[src/rtl/scramb_code_gen.sv]
// Downlink Gold-code scrambling generator: x (1+X^7+X^18) and y (1+X^5+X^7+X^10+X^18) LFSRs,
// code-number pre-advance of x, frame reseed and en/valid handshake. Optional SCRAMB_SYMBOL_MAP_EN adds +/-1 symbols.
module scramb_code_gen #(
  parameter int unsigned FRAME_LEN = 38400,
  parameter int unsigned CNT_W     = 16,
  parameter int unsigned CODE_W    = 13
) (
  input  logic              clk,
  input  logic              reset,
  input  logic              start,
  input  logic              stop,
  input  logic [CODE_W-1:0] code_n,
  input  logic              en,
  output logic              chip_i,
  output logic              chip_q,
  output logic              chip_valid,
  output logic              frame_start,
  output logic              busy
`ifdef SCRAMB_SYMBOL_MAP_EN
  ,
  output logic [1:0]        sym_i,
  output logic [1:0]        sym_q
`endif
);

  localparam logic [1:0] S_IDLE = 2'd0;
  localparam logic [1:0] S_ADV  = 2'd1;
  localparam logic [1:0] S_RUN  = 2'd2;

  localparam logic [CNT_W-1:0]  LAST_CHIP = CNT_W'(FRAME_LEN - 1);
  localparam logic [17:0]       X_INIT    = 18'h00001;
  localparam logic [CODE_W-1:0] ADV_LAST  = CODE_W'(1);

  logic [1:0]        r_state;
  logic [17:0]       r_x;
  logic [17:0]       r_y;
  logic [17:0]       r_x_seed;
  logic [CNT_W-1:0]  r_chip_cnt;
  logic [CODE_W-1:0] r_adv_cnt;
  logic              r_chip_i;
  logic              r_chip_q;
  logic              r_chip_valid;
  logic              r_frame_start;
  logic              r_busy;

  logic [17:0] w_x_step;
  logic [17:0] w_y_step;
  logic        w_chip_i;
  logic        w_chip_q;

  assign w_x_step = {r_x[0] ^ r_x[7], r_x[17:1]};
  assign w_y_step = {r_y[0] ^ r_y[5] ^ r_y[7] ^ r_y[10], r_y[17:1]};

  // Chips come from the register contents before this cycle's step.
  assign w_chip_i = r_x[0] ^ r_y[0];
  assign w_chip_q = (r_x[4] ^ r_x[6] ^ r_x[15]) ^
                    (r_y[5] ^ r_y[6] ^ r_y[8] ^ r_y[9] ^ r_y[10] ^
                     r_y[11] ^ r_y[12] ^ r_y[13] ^ r_y[14] ^ r_y[15]);

`ifdef SCRAMB_SYMBOL_MAP_EN
  logic [1:0] r_sym_i;
  logic [1:0] r_sym_q;
`endif

  always_ff @(posedge clk or posedge reset) begin
    if (reset) begin
      r_state       <= S_IDLE;
      r_x           <= X_INIT;
      r_y           <= '1;
      r_x_seed      <= X_INIT;
      r_chip_cnt    <= '0;
      r_adv_cnt     <= '0;
      r_chip_i      <= 1'b0;
      r_chip_q      <= 1'b0;
      r_chip_valid  <= 1'b0;
      r_frame_start <= 1'b0;
      r_busy        <= 1'b0;
`ifdef SCRAMB_SYMBOL_MAP_EN
      r_sym_i       <= '0;
      r_sym_q       <= '0;
`endif
    end else begin
      r_chip_valid  <= 1'b0;
      r_frame_start <= 1'b0;
`ifdef SCRAMB_SYMBOL_MAP_EN
      r_sym_i       <= '0;
      r_sym_q       <= '0;
`endif
      if (start) begin
        r_x        <= X_INIT;
        r_y        <= '1;
        r_chip_cnt <= '0;
        r_adv_cnt  <= code_n;
        r_busy     <= 1'b1;
        if (code_n != '0) begin
          r_state <= S_ADV;
        end else begin
          r_state  <= S_RUN;
          r_x_seed <= X_INIT;
        end
      end else if (stop) begin
        r_state <= S_IDLE;
        r_busy  <= 1'b0;
      end else begin
        case (r_state)
          S_ADV: begin
            r_x       <= w_x_step;
            r_adv_cnt <= r_adv_cnt - 1'b1;
            if (r_adv_cnt == ADV_LAST) begin
              r_x_seed <= w_x_step;
              r_state  <= S_RUN;
            end
          end
          S_RUN: begin
            if (en) begin
              r_chip_i      <= w_chip_i;
              r_chip_q      <= w_chip_q;
              r_chip_valid  <= 1'b1;
              r_frame_start <= (r_chip_cnt == '0);
`ifdef SCRAMB_SYMBOL_MAP_EN
              r_sym_i       <= w_chip_i ? 2'b11 : 2'b01;
              r_sym_q       <= w_chip_q ? 2'b11 : 2'b01;
`endif
              // Last chip of the frame: reseed instead of stepping so chip 0 repeats.
              if (r_chip_cnt == LAST_CHIP) begin
                r_x        <= r_x_seed;
                r_y        <= '1;
                r_chip_cnt <= '0;
              end else begin
                r_x        <= w_x_step;
                r_y        <= w_y_step;
                r_chip_cnt <= r_chip_cnt + 1'b1;
              end
            end
          end
          default: r_state <= S_IDLE;
        endcase
      end
    end
  end

  assign chip_i      = r_chip_i;
  assign chip_q      = r_chip_q;
  assign chip_valid  = r_chip_valid;
  assign frame_start = r_frame_start;
  assign busy        = r_busy;
`ifdef SCRAMB_SYMBOL_MAP_EN
  assign sym_i       = r_sym_i;
  assign sym_q       = r_sym_q;
`endif

endmodule

[config.mk]
export PLATFORM = sky130hd
export DESIGN_NAME = scramb_code_gen
export DESIGN_NICKNAME = d
export VERILOG_FILES = /design/src/rtl/scramb_code_gen.sv
export SDC_FILE = /design/constraint.sdc
export NUM_CORES = 1
export LEC_CHECK = 0
export BUFFER_PORTS_ARGS = -buffer_cell sky130_fd_sc_hd__buf_4
export CORE_ASPECT_RATIO = 2
export CORE_UTILIZATION = 33
export CTS_CLUSTER_DIAMETER = 40
export CTS_CLUSTER_SIZE = 40
export DETAILED_ROUTE_END_ITERATION = 10
export PLACE_DENSITY_LB_ADDON = 0.3
export SLEW_MARGIN = 5
export SYNTH_ARGS = -nofsm -noshare
export SYNTH_HDL_FRONTEND = slang
export SYNTH_SLANG_ARGS = --single-unit
[constraint.sdc]
create_clock -name clk -period 3.2 [get_ports clk]
set_input_delay 0.16 -clock clk [delete_from_list [all_inputs] [get_ports clk]]
set_output_delay 0.16 -clock clk [all_outputs]
set_load 0.02 [all_outputs]
==> impl_metrics.prom, run 1 <==
# TYPE chip_impl_metric gauge
chip_impl_metric{name="gr-usage-met3",unit=""} 0.0369
chip_impl_metric{name="insertedDiodeCount",unit=""} 0
chip_impl_metric{name="globalplace.congestion",unit=""} 0.740
chip_impl_metric{name="cts.path.max_buffers",unit=""} 2
chip_impl_metric{name="worstMarginPinSlew",unit="ns"} 0.842
chip_impl_metric{name="r2r.worst_path.cells",unit=""} 5
chip_impl_metric{name="route.vias.total",unit=""} 3041
chip_impl_metric{name="max_cap_violations",unit=""} 0
chip_impl_metric{name="fillCellCount",unit=""} 1258
chip_impl_metric{name="groute.usage.overall",unit=""} 0.152
chip_impl_metric{name="crit_fanout",unit=""} 16
chip_impl_metric{name="finalSetupViolCount",unit=""} 0
chip_impl_metric{name="placement_rows",unit=""} 58
chip_impl_info{name="hp-start",value="code_n[4]"} 1
chip_impl_metric{name="synth-warning-count",unit=""} 0
chip_impl_metric{name="slew_headroom",unit=""} 0.439
chip_impl_metric{name="total_leakage_power",unit="nW"} 2.17
chip_impl_metric{name="met2_usage",unit=""} 0.263
chip_impl_metric{name="register_area",unit="µm²"} 2280
chip_impl_metric{name="clk-insertion-delay-late",unit="ns"} 0.34
chip_impl_metric{name="synth-async-reset-ratio",unit=""} 1.00
chip_impl_metric{name="skew",unit="ns"} 0.00872
chip_impl_info{name="status",value="finished, final reports clean"} 1
chip_impl_metric{name="area_growth",unit="%"} 14.5
chip_impl_info{name="timing.critical_path.cells",value="or3_4 -> or3_4 -> o41a_1 -> nor3_4 -> a22o_1"} 1
chip_impl_metric{name="slowest_delay",unit="ns"} 0.61
chip_impl_metric{name="worstPathArrival",unit="ns"} 2.81
chip_impl_metric{name="grt.overflow.total",unit=""} 0
chip_impl_info{name="critical_path.startpoint_type",value="flop"} 1
chip_impl_metric{name="grt_max_degree",unit=""} 49
chip_impl_metric{name="vertical_die_dimension",unit="µm"} 163
chip_impl_metric{name="final-max-slew-violation-count",unit=""} 0
chip_impl_metric{name="synth_edf_count",unit=""} 0
chip_impl_metric{name="antenna_found_initial",unit=""} 0
chip_impl_metric{name="synth.avg_cell_area",unit="µm²"} 11.1
chip_impl_metric{name="post-route-period-util",unit=""} 0.791
chip_impl_info{name="critical_path.startpoint",value="r_adv_cnt[7]"} 1
chip_impl_metric{name="peakVddDrop",unit="µV"} 365
chip_impl_info{name="most-common-layout-cells",value="dfrtp_1 (70), o21ai_0 (30), nand2_1 (25), buf_4 (25), nor2_1 (22)"} 1
chip_impl_metric{name="cts_max_level",unit=""} 3
chip_impl_metric{name="clkTransAtPathRegs",unit="ns"} 0.07
chip_impl_metric{name="hpwl",unit="µm"} 6110
chip_impl_metric{name="synth.cell_area",unit="µm²"} 4290
chip_impl_info{name="cts_root_buffer",value="clkbuf_16"} 1
chip_impl_info{name="synth_flop_cell",value="dfrtp_1"} 1
chip_impl_metric{name="route.detailed.drc",unit=""} 0
chip_impl_metric{name="post_synth_inst_count",unit=""} 387
chip_impl_metric{name="design.core.area",unit="µm²"} 12600
chip_impl_metric{name="ios",unit=""} 23
chip_impl_metric{name="detail_route.iter0.violations",unit=""} 139
chip_impl_metric{name="finish.net_count",unit=""} 429
chip_impl_metric{name="place.port_buffers",unit=""} 22
chip_impl_metric{name="totalWireLength",unit="µm"} 9020
chip_impl_metric{name="power.density",unit="nW/µm²"} 500
chip_impl_metric{name="floorplan.initialDensity",unit=""} 0.340
chip_impl_metric{name="vias_in_the_first_global_route",unit=""} 3172
chip_impl_metric{name="fp.dieW",unit="µm"} 82.6
chip_impl_metric{name="layout.core_utilization",unit=""} 0.389
chip_impl_metric{name="min_period",unit="ns"} 2.53
chip_impl_metric{name="tns",unit="ns"} 0
chip_impl_metric{name="design.die.area",unit="µm²"} 13500
chip_impl_info{name="timing.rr.end",value="r_x_seed[1]"} 1
chip_impl_metric{name="ant_nets",unit=""} 0
chip_impl_info{name="layout_commonest_cell",value="dfrtp_1"} 1
chip_impl_metric{name="maxClockFrequency",unit="MHz"} 395
chip_impl_metric{name="syn-num-nets",unit=""} 409
chip_impl_metric{name="drt-wirelength-per-cell",unit="µm"} 16.1
chip_impl_info{name="crit_path_end_kind",value="flop"} 1
chip_impl_metric{name="worst_hold_path.num_cells",unit=""} 3
chip_impl_info{name="grt_setup_unrepaired",value="false"} 1
chip_impl_info{name="hold_class",value="input port to flop"} 1
chip_impl_metric{name="clock_sinks",unit=""} 90
chip_impl_metric{name="grt_first_pass_wirelength",unit="µm"} 15400
chip_impl_info{name="hold_path_end",value="r_adv_cnt[4]"} 1
chip_impl_info{name="tritoncts",value="built"} 1
chip_impl_info{name="globalRoute.busiestLayer",value="met2"} 1
chip_impl_info{name="critical_path_class",value="flop to flop"} 1
chip_impl_metric{name="grtUsageMet1",unit=""} 0.174
chip_impl_info{name="reg2reg_from",value="r_adv_cnt[7]"} 1
chip_impl_metric{name="setup.reg_to_reg.worst_slack",unit="ns"} 0.67
chip_impl_metric{name="viasPerCell",unit=""} 5.41
chip_impl_info{name="crit_path_frequent_cell",value="or3_4"} 1
chip_impl_metric{name="number_of_storage_elements_in_the_synthesis_netlist",unit=""} 90
chip_impl_metric{name="drt_first_pass_iters",unit=""} 4
chip_impl_metric{name="drive_gt1_frac",unit=""} 0.177
chip_impl_metric{name="tritoncts.num_buffers",unit=""} 9
chip_impl_metric{name="seq_area_frac_synth",unit=""} 0.531
chip_impl_metric{name="fin_hold_viols",unit=""} 0
chip_impl_metric{name="multi_input_comb_area",unit="µm²"} 1860
chip_impl_metric{name="critical_path_required",unit="ns"} 3.48
chip_impl_metric{name="synthDistinctLibCells",unit=""} 46
chip_impl_info{name="crit_path_top_delay_cell",value="nor3_4"} 1
worst max path at each step:
| stage | end | slack [ns] | cells after the start |
|---|---|---|---|
| 6_report | r_x_seed[1] | 0.67 | 5 |
| 4_1_cts | r_x_seed[1] | 0.66 | 5 |
| 3_3_place_gp | r_x_seed[5] | 0.72 | 5 |
| 3_5_place_dp | r_x_seed[7] | 0.67 | 5 |
| 5_1_grt | r_chip_cnt[6] | 0.49 | 6 |
| 2_1_floorplan | busy | 0.74 | 1 |
critical path, delay by kind of cell (launching register included):
kind	cells	cell delay [ns]
AND/OR/NAND/NOR	3	1.36
AO/OA/AOI/OAI	2	0.68
flip-flops	1	0.41
through the flow:
stage	hold slack (ns)	cell area (µm²)	total power, W	instances	setup slack (ns)
2_1_floorplan	0.256	4290	0.00130	387	0.738
3_3_place_gp	0.339	4580	0.00136	545	0.716
3_5_place_dp	0.357	4580	0.00136	545	0.668
4_1_cts	0.0261	4910	0.00249	562	0.656
5_1_grt	0.0392	4910	0.00255	562	0.492
6_report	0.0287	4910	0.00245	562	0.669
cells in the mapped netlist, types with 3 or more instances:
| cell | n | area share |
|---|---|---|
| or3_1 | 4 | 0.0058 |
| o2bb2ai_1 | 19 | 0.039 |
| nor3b_1 | 4 | 0.0070 |
| inv_1 | 18 | 0.016 |
| a21oi_1 | 8 | 0.0093 |
| xnor2_1 | 21 | 0.043 |
| xor2_1 | 10 | 0.020 |
| clkbuf_1 | 10 | 0.0087 |
| buf_2 | 4 | 0.0047 |
| o22a_1 | 17 | 0.035 |
| mux2i_1 | 18 | 0.042 |
| nand3_1 | 11 | 0.013 |
| ha_1 | 4 | 0.012 |
| nor4_1 | 7 | 0.010 |
| dfrtp_1 | 70 | 0.41 |
| nand2_1 | 25 | 0.022 |
| dfstp_2 | 20 | 0.12 |
| a22o_1 | 17 | 0.035 |
| o21ai_0 | 30 | 0.035 |
| nor3_1 | 6 | 0.0070 |
| a21o_1 | 4 | 0.0070 |
| nor2b_1 | 3 | 0.0044 |
| or4_1 | 3 | 0.0052 |
| nand4_1 | 7 | 0.010 |
| nor2_1 | 22 | 0.019 |
flip-flops by register name (all words and copies together), names as in the netlist:
register     count
r_x             18
r_x_seed        18
r_y             18
r_chip_cnt      16
r_adv_cnt       13
r_state          2
busy             1
chip_i           1
chip_q           1
chip_valid       1
frame_start      1
final cells by class:
type	instances	share of cell area
Sequential cell	90	0.464
Clock buffer	13	0.0553
Timing Repair Buffer	26	0.0402
Multi-Input combinational cell	262	0.379
Inverter	18	0.0140
Clock inverter	3	0.00942
Tap cell	150	0.0382
layer usage:
layer | wire length, µm | part of all wire
met1 | 3640 | 0.40
met2 | 4840 | 0.54
met3 | 332 | 0.037
met4 | 202 | 0.022
met5 | 0 | 0
power by group:
group,switching (W),internal (W)
sequential,0.0000257,0.00116
combinational,0.0000924,0.0000584
clock,0.000439,0.000676
repair_timing:
action | 4_1_cts | 5_1_grt
buffers inserted | 0 | 0
endpoints found under the hold margin | 16 | 0
hold buffers | 1 | 0
resized for setup | 0 | 0
logic make-up after synthesis:
kind of cell / synth area share
AOI/OAI and AO/OA: 0.180
muxes: 0.0446
DFF: 0.531
buffers and inverters: 0.0353
xor gates and xnor gates: 0.0633
adders and majority gates: 0.0117
and+or+nand+nor: 0.134
(Power assumes the default switching activity.)
==> run 2, diff against run 1 <==
ABC_AREA = 1   (was not set)
clock period = 2.3 ns   (was 3.2 ns; I/O delays follow)
==> run 2 against run 1 <==
- non-clock buffer count increased by 1
- power increased by 42%
- synthesized cell count increased by 54%
- area after synthesis up 14%
- critical path depth is 2 higher
- critical path type unchanged
- cell count grew 45%
- worst setup slack worse by 0.19 ns
- highest routed layer unchanged
- sequential cell count stayed put
- register-to-register slack got worse by 0.19 ns
==> impl_metrics.prom, run 2 <==
# TYPE chip_impl_metric gauge
chip_impl_info{name="synth_flop_cell",value="dfrtp_1"} 1
chip_impl_metric{name="register_area",unit="µm²"} 2280
chip_impl_info{name="grt_setup_unrepaired",value="false"} 1
chip_impl_metric{name="total_leakage_power",unit="nW"} 2.46
chip_impl_metric{name="maxClockFrequency",unit="MHz"} 548
chip_impl_metric{name="cts.path.max_buffers",unit=""} 2
chip_impl_metric{name="power.density",unit="nW/µm²"} 630
chip_impl_metric{name="cts_max_level",unit=""} 3
chip_impl_metric{name="design.core.area",unit="µm²"} 14400
chip_impl_metric{name="fin_hold_viols",unit=""} 0
chip_impl_metric{name="clkTransAtPathRegs",unit="ns"} 0.06
chip_impl_info{name="leading_cell_types_by_total_area_after_synthesis",value="dfrtp_1 (36%), nand2_1 (11%), dfstp_2 (11%), o21ai_0 (5.6%), inv_1 (5.0%)"} 1
chip_impl_metric{name="floorplan.initialDensity",unit=""} 0.338
chip_impl_metric{name="crit_fanout",unit=""} 37
chip_impl_metric{name="worstPathArrival",unit="ns"} 2.07
chip_impl_metric{name="proportion_of_netlist_area_held_by_the_largest_area_contributor",unit=""} 0.359
chip_impl_info{name="timing.rr.end",value="r_x_seed[17]"} 1
chip_impl_metric{name="grt.overflow.total",unit=""} 0
chip_impl_metric{name="syn-num-nets",unit=""} 617
chip_impl_metric{name="final-max-slew-violation-count",unit=""} 0
chip_impl_info{name="cts_root_buffer",value="clkbuf_16"} 1
chip_impl_metric{name="worst_hold_path.num_cells",unit=""} 3
chip_impl_info{name="hold_path_end",value="r_adv_cnt[8]"} 1
chip_impl_metric{name="r2r.worst_path.cells",unit=""} 7
chip_impl_info{name="critical_path_class",value="flop to flop"} 1
chip_impl_info{name="crit_path_end_kind",value="flop"} 1
chip_impl_metric{name="tns",unit="ns"} 0
chip_impl_metric{name="drive_gt1_frac",unit=""} 0.201
chip_impl_metric{name="ant_nets",unit=""} 0
chip_impl_info{name="synth_top_cells_by_count",value="nand2_1 (145), dfrtp_1 (70), inv_1 (65), nor2_1 (57), o21ai_0 (55)"} 1
chip_impl_info{name="synth_area_leader_cell",value="dfrtp_1"} 1
chip_impl_info{name="synth.most_common_cell",value="nand2_1"} 1
chip_impl_metric{name="antenna_found_initial",unit=""} 0
chip_impl_metric{name="finalSetupViolCount",unit=""} 0
chip_impl_metric{name="skew",unit="ns"} 0.00630
chip_impl_metric{name="hold-worst-slack",unit="ns"} 0.0104
chip_impl_info{name="layout_commonest_cell",value="nand2_1"} 1
chip_impl_metric{name="grt_first_pass_wirelength",unit="µm"} 19000
chip_impl_metric{name="route.vias.total",unit=""} 3952
chip_impl_metric{name="finish.net_count",unit=""} 639
chip_impl_metric{name="post_cts_resize_count",unit=""} 0
chip_impl_metric{name="synth_edf_count",unit=""} 0
chip_impl_info{name="tritoncts",value="built"} 1
chip_impl_metric{name="slew_headroom",unit=""} 0.587
chip_impl_metric{name="grt_max_degree",unit=""} 91
chip_impl_info{name="critical_path.startpoint_type",value="flop"} 1
chip_impl_metric{name="vias_in_the_first_global_route",unit=""} 4064
chip_impl_metric{name="worstMarginPinSlew",unit="ns"} 0.617
chip_impl_metric{name="synth.avg_cell_area",unit="µm²"} 8.19
chip_impl_metric{name="multi_input_comb_area",unit="µm²"} 2200
chip_impl_metric{name="layout.core_utilization",unit=""} 0.383
chip_impl_metric{name="design.die.area",unit="µm²"} 15300
chip_impl_metric{name="max_cap_violations",unit=""} 0
chip_impl_info{name="most-common-layout-cells",value="nand2_1 (145), dfrtp_1 (70), inv_1 (64)"} 1
chip_impl_metric{name="fp.dieW",unit="µm"} 87.9
chip_impl_metric{name="post_synth_inst_count",unit=""} 595
chip_impl_info{name="hp-start",value="code_n[8]"} 1
chip_impl_metric{name="clk-insertion-delay-late",unit="ns"} 0.34
chip_impl_metric{name="fillCellCount",unit=""} 1487
chip_impl_metric{name="groute.usage.overall",unit=""} 0.160
chip_impl_metric{name="globalplace.congestion",unit=""} 0.865
chip_impl_metric{name="hpwl",unit="µm"} 7760
chip_impl_metric{name="place.port_buffers",unit=""} 22
chip_impl_metric{name="critical_path_required",unit="ns"} 2.54
chip_impl_metric{name="detail_route.iter0.violations",unit=""} 231
chip_impl_metric{name="drt-wirelength-per-cell",unit="µm"} 13.5
chip_impl_metric{name="setup.reg_to_reg.worst_slack",unit="ns"} 0.48
chip_impl_metric{name="synth-warning-count",unit=""} 0
chip_impl_metric{name="clock_sinks",unit=""} 90
chip_impl_metric{name="vertical_die_dimension",unit="µm"} 174
chip_impl_metric{name="totalWireLength",unit="µm"} 11000
chip_impl_metric{name="cts_post_setup_buffers_inserted",unit=""} 0
chip_impl_metric{name="seq_area_frac_synth",unit=""} 0.467
chip_impl_info{name="hold_class",value="input port to flop"} 1
chip_impl_metric{name="drt_first_pass_iters",unit=""} 4
chip_impl_info{name="status",value="finished, final reports clean"} 1
chip_impl_metric{name="placement_rows",unit=""} 62
chip_impl_metric{name="route.detailed.drc",unit=""} 0
chip_impl_metric{name="synth-async-reset-ratio",unit=""} 1.00
chip_impl_metric{name="synth.cell_area",unit="µm²"} 4870
chip_impl_metric{name="viasPerCell",unit=""} 4.86
chip_impl_metric{name="ios",unit=""} 23
chip_impl_metric{name="number_of_storage_elements_in_the_synthesis_netlist",unit=""} 90
chip_impl_metric{name="synthDistinctLibCells",unit=""} 39
chip_impl_metric{name="post-route-period-util",unit=""} 0.793
chip_impl_metric{name="peakVddDrop",unit="µV"} 310
chip_impl_metric{name="insertedDiodeCount",unit=""} 0
chip_impl_info{name="top_regs",value="r_x x18, r_x_seed x18, r_y x18"} 1
chip_impl_metric{name="min_period",unit="ns"} 1.82
chip_impl_info{name="reg2reg_from",value="r_adv_cnt[4]"} 1
chip_impl_metric{name="area_growth",unit="%"} 13.2
chip_impl_metric{name="tritoncts.num_buffers",unit=""} 9
-- run 2: cell types whose count changed in the layout (fill, tap and decap cells not counted), moves of 17 or more --
cell,delta
o21ai_0,+25
mux2i_1,-18
o22a_1,-17
o22ai_1,+21
nor2_1,+35
nand2_1,+120
o2bb2ai_1,-19
inv_1,+47
a22o_1,-17
-- run 2: worst max path at each step --
stage	slack (ns)	startpoint	endpoint	cells past startpoint
after detailed placement	0.46	r_adv_cnt[4]	r_x_seed[4]	7
after global routing	0.23	r_adv_cnt[4]	r_x_seed[8]	7
final	0.48	r_adv_cnt[4]	r_x_seed[17]	7
after global placement	0.50	r_chip_cnt[1]	r_x[11]	8
after CTS	0.45	r_adv_cnt[4]	r_x_seed[17]	7
after floorplan	0.71	r_chip_cnt[0]	r_x[12]	9
-- run 2: cells by family (layout without fill, tap and decap cells) --
| family | after synthesis | in the layout | synth area share |
|---|---|---|---|
| xor+xnor | 18 | 18 | 0.0323 |
| simple gates | 275 | 275 | 0.263 |
| compound gates | 114 | 114 | 0.145 |
| flops | 90 | 90 | 0.467 |
| buf+inv | 94 | 121 | 0.0821 |
| fa+ha+maj | 4 | 4 | 0.0103 |
-- run 2: timing repair --
action,in CTS,in global routing
endpoints found under the hold margin,70,0
hold buffers,1,0
endpoints found under the setup margin,0,0
-- run 2: area by class of cell --
cell class              count  share of cell area
flip-flops and latches     90               0.413
multi-input cells         411               0.398
inverters                  78              0.0542
well taps                 192              0.0435
clock buffers              10              0.0433
repair buffers             27              0.0394
clock inverters             6             0.00884
-- run 2: per-stage QoR --
| stage | instance area, µm² | power [W] | instances | setup slack (ns) |
|---|---|---|---|---|
| after floorplan | 4880 | 0.00196 | 595 | 0.713 |
| after global placement | 5220 | 0.00206 | 797 | 0.499 |
| after detailed placement | 5220 | 0.00207 | 797 | 0.462 |
| after global routing | 5520 | 0.00363 | 814 | 0.226 |
| final | 5520 | 0.00348 | 814 | 0.476 |
| after CTS | 5520 | 0.00352 | 814 | 0.452 |
-- run 2: worst max-delay path, stage by stage (launching register included) --
cell,delay [ns]
dfrtp_1,0.42
nor2_1,0.16
nand2_1,0.09
nor2_1,0.14
nand4_1,0.13
nand2_1,0.10
nand2_2,0.35
o21ai_0,0.32
-- run 2: where the power goes --
| part | internal, W | total, W | switching [W] |
|---|---|---|---|
| clock network | 0.000776 | 0.00144 | 0.000659 |
| registers | 0.00165 | 0.00170 | 0.0000552 |
| logic | 0.000120 | 0.000339 | 0.000218 |
| total | 0.00254 | 0.00348 | 0.000933 |
-- run 2: per-layer routing --
metal | vias up | global-route usage | routed length [µm] | part of all wire
li1 | 1963 | - | - | -
met1 | 1875 | 0.181 | 4490 | 0.41
met2 | 79 | 0.267 | 5650 | 0.51
met3 | 35 | 0.0290 | 294 | 0.027
met4 | 0 | 0.104 | 585 | 0.053
met5 | - | 0 | 0 | 0
